==> src/rtl/regfile_write_ctrl.sv <==
// Write-port controller for the register file: round-robin arbitration of two
// writeback requesters onto one write port, with an optional post-reset zero scrub
// (enabled by defining RFCTRL_SCRUB_EN).
module regfile_write_ctrl #(
    parameter int NREGS  = 32,
    parameter int ADDR_W = 5,
    parameter int DATA_W = 32
) (
    input  logic              clk,
    input  logic              reset,
    input  logic              a_req,
    input  logic [ADDR_W-1:0] a_addr,
    input  logic [DATA_W-1:0] a_data,
    output logic              a_gnt,
    input  logic              b_req,
    input  logic [ADDR_W-1:0] b_addr,
    input  logic [DATA_W-1:0] b_data,
    output logic              b_gnt,
    output logic              rf_we,
    output logic [ADDR_W-1:0] rf_addr,
    output logic [DATA_W-1:0] rf_wd,
    output logic              busy
);

    localparam logic [ADDR_W-1:0] LAST_IDX  = ADDR_W'(NREGS - 1);
    localparam logic [ADDR_W-1:0] FIRST_IDX = ADDR_W'(1);

    logic              scrubbing;
    logic [ADDR_W-1:0] scrub_idx;
    logic              grant_en;
    logic              last_b;
    logic              wr_vld_p0;
    logic [ADDR_W-1:0] wr_addr_p0;
    logic [DATA_W-1:0] wr_data_p0;

`ifdef RFCTRL_SCRUB_EN
    typedef enum logic {SCRUB, RUN} state_t;

    state_t            state;
    state_t            state_nxt;
    logic [ADDR_W-1:0] scrub_idx_nxt;

    always_ff @(posedge clk or posedge reset) begin
        if (reset) begin
            state     <= SCRUB;
            scrub_idx <= FIRST_IDX;
        end else begin
            state     <= state_nxt;
            scrub_idx <= scrub_idx_nxt;
        end
    end

    always_comb begin
        state_nxt     = state;
        scrub_idx_nxt = scrub_idx;
        case (state)
            SCRUB: begin
                if (scrub_idx == LAST_IDX) begin
                    state_nxt     = RUN;
                    scrub_idx_nxt = FIRST_IDX;
                end else begin
                    scrub_idx_nxt = scrub_idx + FIRST_IDX;
                end
            end
            RUN:     state_nxt = RUN;
            default: state_nxt = SCRUB;
        endcase
    end

    assign scrubbing = (state == SCRUB);
`else
    assign scrubbing = 1'b0;
    assign scrub_idx = '0;
`endif

    assign busy = scrubbing;

    // Grants are combinational, so they must also be held off while reset is asserted.
    assign grant_en = ~scrubbing & ~reset;

    // Returns {b, a}; on a tie the requester not granted most recently wins.
    function automatic logic [1:0] arbitrate(input logic ra, input logic rb, input logic lb);
        logic [1:0] g;
        g = 2'b00;
        if (ra && (!rb || lb)) begin
            g = 2'b01;
        end else if (rb) begin
            g = 2'b10;
        end
        return g;
    endfunction

    assign {b_gnt, a_gnt} = grant_en ? arbitrate(a_req, b_req, last_b) : 2'b00;

    // Stage p0: select the write for the next edge; address/data hold when idle.
    always_comb begin
        wr_vld_p0  = 1'b0;
        wr_addr_p0 = rf_addr;
        wr_data_p0 = rf_wd;
        if (scrubbing) begin
            wr_vld_p0  = 1'b1;
            wr_addr_p0 = scrub_idx;
            wr_data_p0 = '0;
        end else if (a_gnt) begin
            wr_vld_p0  = (a_addr != '0);
            wr_addr_p0 = a_addr;
            wr_data_p0 = a_data;
        end else if (b_gnt) begin
            wr_vld_p0  = (b_addr != '0);
            wr_addr_p0 = b_addr;
            wr_data_p0 = b_data;
        end
    end

    // Stage p1: registered write port towards the register file.
    always_ff @(posedge clk or posedge reset) begin
        if (reset) begin
            rf_we   <= 1'b0;
            rf_addr <= '0;
            rf_wd   <= '0;
        end else begin
            rf_we   <= wr_vld_p0;
            rf_addr <= wr_addr_p0;
            rf_wd   <= wr_data_p0;
        end
    end

    // Reset to B so that A wins the first tie.
    always_ff @(posedge clk or posedge reset) begin
        if (reset) begin
            last_b <= 1'b1;
        end else if (a_gnt || b_gnt) begin
            last_b <= b_gnt;
        end
    end

endmodule

==> config.mk <==
export PLATFORM = sky130hd
export DESIGN_NAME = regfile_write_ctrl
export DESIGN_NICKNAME = d
export VERILOG_FILES = /design/src/rtl/regfile_write_ctrl.sv
export SDC_FILE = /design/constraint.sdc
export NUM_CORES = 1
export LEC_CHECK = 0
export BUFFER_PORTS_ARGS = -buffer_cell sky130_fd_sc_hd__buf_2
export CAP_MARGIN = 10
export CORE_ASPECT_RATIO = 1.5
export CORE_UTILIZATION = 43
export CTS_CLUSTER_DIAMETER = 30
export DETAILED_ROUTE_END_ITERATION = 12
export PLACE_DENSITY = 0.79
export SYNTH_ARGS = -nofsm -noshare
export SYNTH_HDL_FRONTEND = slang
export SYNTH_SLANG_ARGS = --single-unit
export TNS_END_PERCENT = 20
==> constraint.sdc <==
create_clock -name clk -period 3.1 [get_ports clk]
set_input_delay 0.62 -clock clk [delete_from_list [all_inputs] [get_ports clk]]
set_output_delay 0.62 -clock clk [all_outputs]
set_load 0.005 [all_outputs]
## Word level (Yosys, flattened, before mapping)

Cells that the tools add are included.

- Flip-flop bits (word level): 39
- Logic and storage cells: 20

- Multiplexer cells: 9
- Reductions and logical operators: 7

Operators by type and width:

| cell | count |
|---|---|
| $mux W32 | 2 |
| $mux W5 | 2 |
| $reduce_bool A5 Y1 | 2 |
| $mux W2 | 3 |
| $logic_or A1 B1 Y1 | 2 |
| $mux W1 | 2 |
| $reduce_bool A2 Y1 | 1 |
| $logic_and A1 B1 Y1 | 1 |
| $logic_not A1 Y1 | 1 |

## Longest topological paths before layout

Gate-level depths: netlist of the first run.

- Depth after elaboration: 7
- Gate-level depth with buffers: 5

## Least setup slack after synthesis of the first run

No wires, ideal clock.

- Path kind: input port to output port
- Start: in reset
- End: out a_gnt
- Data arrival time: 2.074 ns
- Data required time: 2.480 ns
- Path slack: 0.406 ns
- Stages on the path: 4
- Path through: inv_1 o211ai_1 buf_2 inv_1

- Longest elaborated chain between the ends: 1

RTL lines:

| element | line | source |
|---|---|---|
| start: declaration | 10 | `input logic reset,` |
| $mux W2 | 93 | `assign {b_gnt, a_gnt} = grant_en ? arbitrate(a_req, b_req, last_b) : 2'b00;` |
| end: declaration | 14 | `output logic a_gnt,` |

Every way passes these cells.

## Worst setup path in the final report of the first run

- Start: in reset
- End: out b_gnt

- Longest elaborated chain between the ends: 1

RTL lines:

| element | line | source |
|---|---|---|
| $mux W2 | 93 |  |
| end: declaration | 18 | `output logic b_gnt,` |

Every way passes these cells.

==> summary.md, run 1 <==
## Worst setup path
* number of cells on the worst reg-to-reg path: 3
* reg2reg setup slack: 1.70 ns
* Setup Crit Path Kind: primary input to output pin
* startpoint of the worst-slack reg-to-reg timing path: last_b$_DFFE_PP1P_
* data required time at the worst endpoint: 2.48 ns
* worst setup path endpoint: b_gnt
* startpoint of the most critical setup path: reset
* type of origin of the critical path: primary input
* crit end category: output pin
* Worst EP arrival: 1.51 ns
* Reg2Reg Capture Point: rf_addr[4]$_DFFE_PP0P_
* crit path max fanout: 16

## Status
* violations in the final reports: DRC
* status: finished, violations left

## Floorplan
* floorplan core area: 4504 um2
* Initial Util: 44.72%
* Die Ht: 85.83 um
* die extent in x: 57.89 um
* Top-Level Pins: 119
* die outline area: 4968 um2
* number of placement rows: 30

## Route
* remaining antenna violation count: 0
* per-cell routed wire length: 13.60 um
* total detailed-routing wirelength: 4149 um
* DRC violation count after routing: 9
* iteration-0 DRC count of the detailed router: 20
* post-DR vias/cell: 4.908
* iteration count of the initial detailed-routing pass: 8
* vias: 1497

## Cells and area
* post-route cell area: 2718 um2
* final net count: 334
* number of inserted diodes: 0
* synthesis-to-layout area growth: 34.91%
* share of layout cells above drive strength 1: 78.99%

## Power
* Internal: 1019 uW
* share of power burned in registers: 47.5%
* leakage: 0.001389 uW
* switching power share of the total: 24.71%
* combinational share of power: 29.0%
* PD cells: 498.2 nW/um2
* peak supply drop: 0.3454 mV
* relative contribution of the clock network to total power: 23.5%
* Net Switching: 334.6 uW

## Logic synthesis
* count of distinct cell types in the synthesized netlist: 18
* area of the mapped netlist: 2014 um2
* library cell occupying the most area in the post-synthesis netlist: dfrtp_1
* fraction of synthesized cell area taken by the top area cell type: 47.20%
* number of standard cells after synthesis: 136
* net count after synthesis: 214
* number of warning messages in the yosys log: 0
* sequential fraction of the synthesis area: 48.51%
* top cells by area, synth: dfrtp_1 47%, mux2_2 32%, mux2_4 12%
* average footprint of a synthesized cell: 14.81 um2
* number of synthesized register bits: 39

## Timing
* number of hold violations in the final report: 0
* number of max-slew violations in the final report: 0
* FMAX: 469.7 MHz
* final critical path time including I/O delays and setup: 2.129 ns
* setup repair after global routing missed its margin: false
* Max Clock Skew: 0.005111 ns
* share of the cycle needed by the critical path after routing: 68.68%
* post-route setup TNS: 0 ns
* Final setup violation count: 0

## GRT
* global-route wire length before repair: 6644 um
* total congestion overflow after global routing: 0
* initial antenna violation count: 0
* maximum number of pins on one net before global-route repair: 40
* All-Layer GR Usage: 17.60%
* via count of the first global-routing pass: 1573

## Clock network
* Max Root-Sink Buffers: 2
* clock network latency to the later pin of the worst-skew pair: 0.28 ns
* Clk pin slew, worst setup/hold paths: 0.07 ns
* Setup Fix Bufs, Post-CTS: 0
* count of cells resized by post-cts repair: 0
* clk sink count: 39
* clock root buffer master: clkbuf_8
* clock buffer count from CTS: 5
* hold bufs inserted after CTS: 0
* TritonCTS clock tree: done
* number of H-tree branching levels: 2

## Place
* half-perimeter wire length after detailed placement: 3291 um
* count of buffers inserted at the top-level ports: 117
* RePlAce Congestion: 0.6988
* instance area at placement: 2638 um2

## Hold path
* kind of path behind the tightest hold check: primary input to async pin

## Job
* MaxCap Viol Count: 0

-- routing by layer --
metal,GRT usage (%),vias up,routed length (um)
met4,7.143,0,65
met5,0,-,0
li1,-,722,-
met1,17.56,700,1472
met3,3.017,7,259
met2,34.48,68,2351
-- power by group through the flow --
stage | Combinational [uW] | Sequential (uW) | Clock (uW)
after floorplan | 223 | 661 | 0
final | 393 | 644 | 318
after global routing | 433 | 653 | 353
after global placement | 390 | 649 | 0
after detailed placement | 399 | 655 | 0
after CTS | 400 | 645 | 331
-- state kept, by name, indices dropped and copies added (netlist names) --
register and count:
rf_we 1, last_b 1, rf_addr 5, rf_wd 32
-- kinds of logic after synthesis --
kind of cell	synth area share [%]
flip-flops	48.51
AO/OA/AOI/OAI	1.553
multiplexers	44.35
AND/OR/NAND/NOR	1.863
other	0.1862
buffers and inverters	3.540
-- placed cells by master, fill, tap and decap left out --
cell,count
o211ai_1,1
clkbuf_8,5
nand2_1,1
nor2b_4,1
buf_4,5
nor2_1,2
buf_2,117
nor3_1,1
dfrtp_1,38
mux2_2,58
o21a_1,1
dfstp_2,1
or4_1,1
o2bb2ai_1,1
a21boi_0,1
inv_1,3
conb_1,1
mux2_4,16
clkbuf_1,3
-- worst min-delay path by stage --
| stage | to | from | cells after the start | slack, ns |
|---|---|---|---|---|
| global route | rf_wd[15]$_DFFE_PP0P_ | reset | 3 | 0.55 |
| detailed placement | last_b$_DFFE_PP1P_ | last_b$_DFFE_PP1P_ | 1 | 0.55 |
| floorplan | last_b$_DFFE_PP1P_ | last_b$_DFFE_PP1P_ | 1 | 0.53 |
| finish | rf_wd[9]$_DFFE_PP0P_ | reset | 3 | 0.49 |
| CTS | rf_wd[30]$_DFFE_PP0P_ | reset | 3 | 0.52 |
| global placement | last_b$_DFFE_PP1P_ | last_b$_DFFE_PP1P_ | 1 | 0.54 |
-- stage by stage --
stage | utilization (%) | power (uW) | setup WS (ns) | hold slack (ns) | cells
after floorplan | - | 884.2 | 0.4062 | 0.5266 | 136
after global placement | 58.56 | 1039 | 0.9717 | 0.5448 | 297
after detailed placement | 58.56 | 1054 | 0.9809 | 0.5465 | 297
after CTS | 60.33 | 1376 | 0.9705 | 0.5155 | 305
after global routing | 60.33 | 1439 | 0.8824 | 0.5505 | 305
final | 60.33 | 1354 | 0.9709 | 0.4943 | 305
-- synthesized netlist by cell type --
| library cell | count |
|---|---|
| nor2_1 | 2 |
| buf_4 | 1 |
| nand2_1 | 1 |
| nor2b_4 | 1 |
| mux2_2 | 58 |
| o21a_1 | 1 |
| mux2_4 | 16 |
| buf_2 | 6 |
| buf_6 | 2 |
| nor3_1 | 1 |
| dfstp_2 | 1 |
| dfrtp_1 | 38 |
| o2bb2ai_1 | 1 |
| o211ai_1 | 1 |
| conb_1 | 1 |
| a21boi_0 | 1 |
| inv_1 | 3 |
| or4_1 | 1 |
-- worst max-delay path, cell delays in order --
cell and delay, ns:
buf_2 0.12, nor2b_4 0.11, buf_4 0.23, a21boi_0 0.27, buf_2 0.16
-- layout make-up --
class,instances,area [um2]
fillers,395,1787
clock buffers,8,80.08
well taps,48,60.06
flip-flops and latches,39,977.2
repair buffers,122,623.1
inverters,3,11.26
multi-input cells,85,965.9
Note: power is estimated with default switching activity, not from simulation.
==> run 2, diff against run 1 <==
CORE_UTILIZATION = 39   (was 43)
PLACE_DENSITY = 0.76   (was 0.79)
clock period = 1.9 ns   (was 3.1 ns; I/O delays follow)
==> summary.md, run 2 (synthesis results as in run 1) <==
## Status
* status: complete, no violations

## Timing
* post-route setup TNS: 0 ns, unchanged
* slew of the pin with the lowest slew margin: 0.5096 ns
* number of hold violations in the final report: 0, unchanged
* setup repair after global routing missed its margin: false
* number of max-slew violations in the final report: 0, unchanged
* FMAX: 570.3 MHz
* Max Clock Skew: 0.01238 ns, +0.007273 ns
* share of the cycle needed by the critical path after routing: 92.29%
* relative slew slack: 66.03%
* Final setup violation count: 0, unchanged
* final critical path time including I/O delays and setup: 1.754 ns

## Route
* remaining antenna violation count: 0, unchanged
* vias: 1513, +1.1%
* iteration count of the initial detailed-routing pass: 4, -4
* DRC violation count after routing: 0, -9
* iteration-0 DRC count of the detailed router: 26, +30%
* total detailed-routing wirelength: 4376 um, +5.5%
* post-DR vias/cell: 4.684, -4.6%
* per-cell routed wire length: 13.55 um, -0.41%

## Power
* Overall Power: 2276 uW, +68%
* peak supply drop: 0.5271 mV, +53%
* leakage: 0.001400 uW, +0.84%
* PD cells: 818.5 nW/um2, +64%

## Cells and area
* Regs by FF count: rf_wd x32, rf_addr x5
* final net count: 334, unchanged
* multi-input gate area in the final layout: 965.9 um2, unchanged
* fill cell count: 451, +14%
* most frequent standard cell in the layout excluding fill and tap cells: buf_2
* sequential cell area in the final layout: 977.2 um2, unchanged
* flip-flop count of the largest register after layout: 32, unchanged
* number of inserted diodes: 0, unchanged
* share of layout cells above drive strength 1: 80.54%, +1.6 points
* synthesis-to-layout area growth: 38.01%
* top library cells by usage in the layout, fill and taps aside: 117 x buf_2, 58 x mux2_2, 38 x dfrtp_1
* register with the highest flop count: rf_wd

## Worst setup path
* cell at the slowest stage of the critical path: dfstp_2
* crit end category: output pin
* type of origin of the critical path: flip-flop
* crit path max fanout: 40, +24
* data required time at the worst endpoint: 1.52 ns, -0.96 ns
* CP peak stage delay: 0.38 ns, +0.11 ns
* crit path buf inv count: 3, unchanged
* Setup Crit Path Kind: flip-flop to output pin
* Worst EP arrival: 1.37 ns, -0.14 ns
* list of cells traversed by the critical path: o211ai_1, buf_12, inv_2, buf_2
* kind of cell with the highest combined delay on the critical path: buffers and inverters

## Clock network
* TritonCTS clock tree: done
* number of H-tree branching levels: 2, unchanged
* clock root buffer master: clkbuf_8
* clock buffer count from CTS: 5, unchanged
* Setup Fix Bufs, Post-CTS: 0, unchanged
* Max Root-Sink Buffers: 2, unchanged
* count of cells resized by post-cts repair: 0, unchanged
* clk sink count: 39, unchanged
* hold bufs inserted after CTS: 0, unchanged
* Clk pin slew, worst setup/hold paths: 0.08 ns, about the same
* clock network latency to the later pin of the worst-skew pair: 0.29 ns, about the same

## Hold path
* kind of path behind the tightest hold check: primary input to async pin

## Floorplan
* die outline area: 5462 um2, +9.9%
* Initial Util: 41.22%, -3.5 points
* number of placement rows: 31, +3.3%
* floorplan core area: 4887 um2, +8.5%
* Top-Level Pins: 119, unchanged
* die extent in x: 60.68 um, +4.8%
* Die Ht: 90.02 um, +4.9%

## GRT
* initial antenna violation count: 0, unchanged
* All-Layer GR Usage: 16.57%, -1.0 points
* maximum number of pins on one net before global-route repair: 41, +2.5%
* total congestion overflow after global routing: 0, unchanged
* via count of the first global-routing pass: 1575, +0.13%
* global-route wire length before repair: 6762 um, +1.8%

## Place
* RePlAce Congestion: 0.7617, +9.0%
* count of buffers inserted at the top-level ports: 117, unchanged
* half-perimeter wire length after detailed placement: 3247 um, -1.3%

## Job
* MaxCap Viol Count: 0, unchanged

run 2: changes by cell type in the layout (fill, tap and decap cells not counted):
cell / delta
clkinv_2: +1
clkbuf_1: -2
clkbuf_8: +1
inv_1: -2
buf_12: +2
buf_4: -2
inv_2: +1
clkinvlp_4: +1
run 2: metal layers:
layer / vias up / part of all wire (%) / routed length, um / track usage [%]
met1: 720 / 38 / 1645 / 17.47
met4: 0 / 1.5 / 64 / 5.682
met3: 6 / 6.3 / 277 / 4.317
met5: - / 0 / 0 / 0
li1: 721 / - / - / -
met2: 66 / 55 / 2388 / 30.13
run 2: final cells by class:
cell class              count  share of cell area (%)
clock inverters             1                  0.1800
multi-input cells          85                   34.74
well taps                  66                   2.970
inverters                   3                  0.5401
clock buffers               7                   3.105
repair buffers            122                   23.31
flip-flops and latches     39                   35.15
run 2: worst min-delay path: cells and delay by family:
family                 cells  cell delay [ns]
buffers and inverters      3             0.64
run 2: power by group:
group          internal (uW)  switching (uW)
combinational            429             223
sequential               980            70.4
clock                    293             282
run 2: metrics by stage:
stage	util [%]	cell area (um2)	cells	worst slack [ns]	hold WS (ns)
3_5_place_dp	55.02	2689	315	0.1972	0.5381
4_1_cts	56.89	2780	323	0.1248	0.3031
2_1_floorplan	-	2028	136	-0.06508	0.3563
5_1_grt	56.89	2780	323	0.05861	0.3075
6_report	56.89	2780	323	0.1465	0.2846
3_3_place_gp	55.02	2689	315	0.2230	0.5339
run 2: path summary, 6_finish.rpt:
kind / slack (ns) / endpoint / cells past startpoint / start
min in group clk: 0.32 / rf_wd[6]$_DFFE_PP0P_ / 2 / a_data[6]
max in group asynchronous: 1.26 / rf_wd[23]$_DFFE_PP0P_ / 3 / reset
setup / recovery: 0.15 / a_gnt / 4 / last_b$_DFFE_PP1P_
hold reg to reg: 0.55 / last_b$_DFFE_PP1P_ / 1 / last_b$_DFFE_PP1P_
hold / removal: 0.28 / rf_wd[10]$_DFFE_PP0P_ / 3 / reset
setup reg to reg: 0.48 / rf_wd[28]$_DFFE_PP0P_ / 3 / last_b$_DFFE_PP1P_
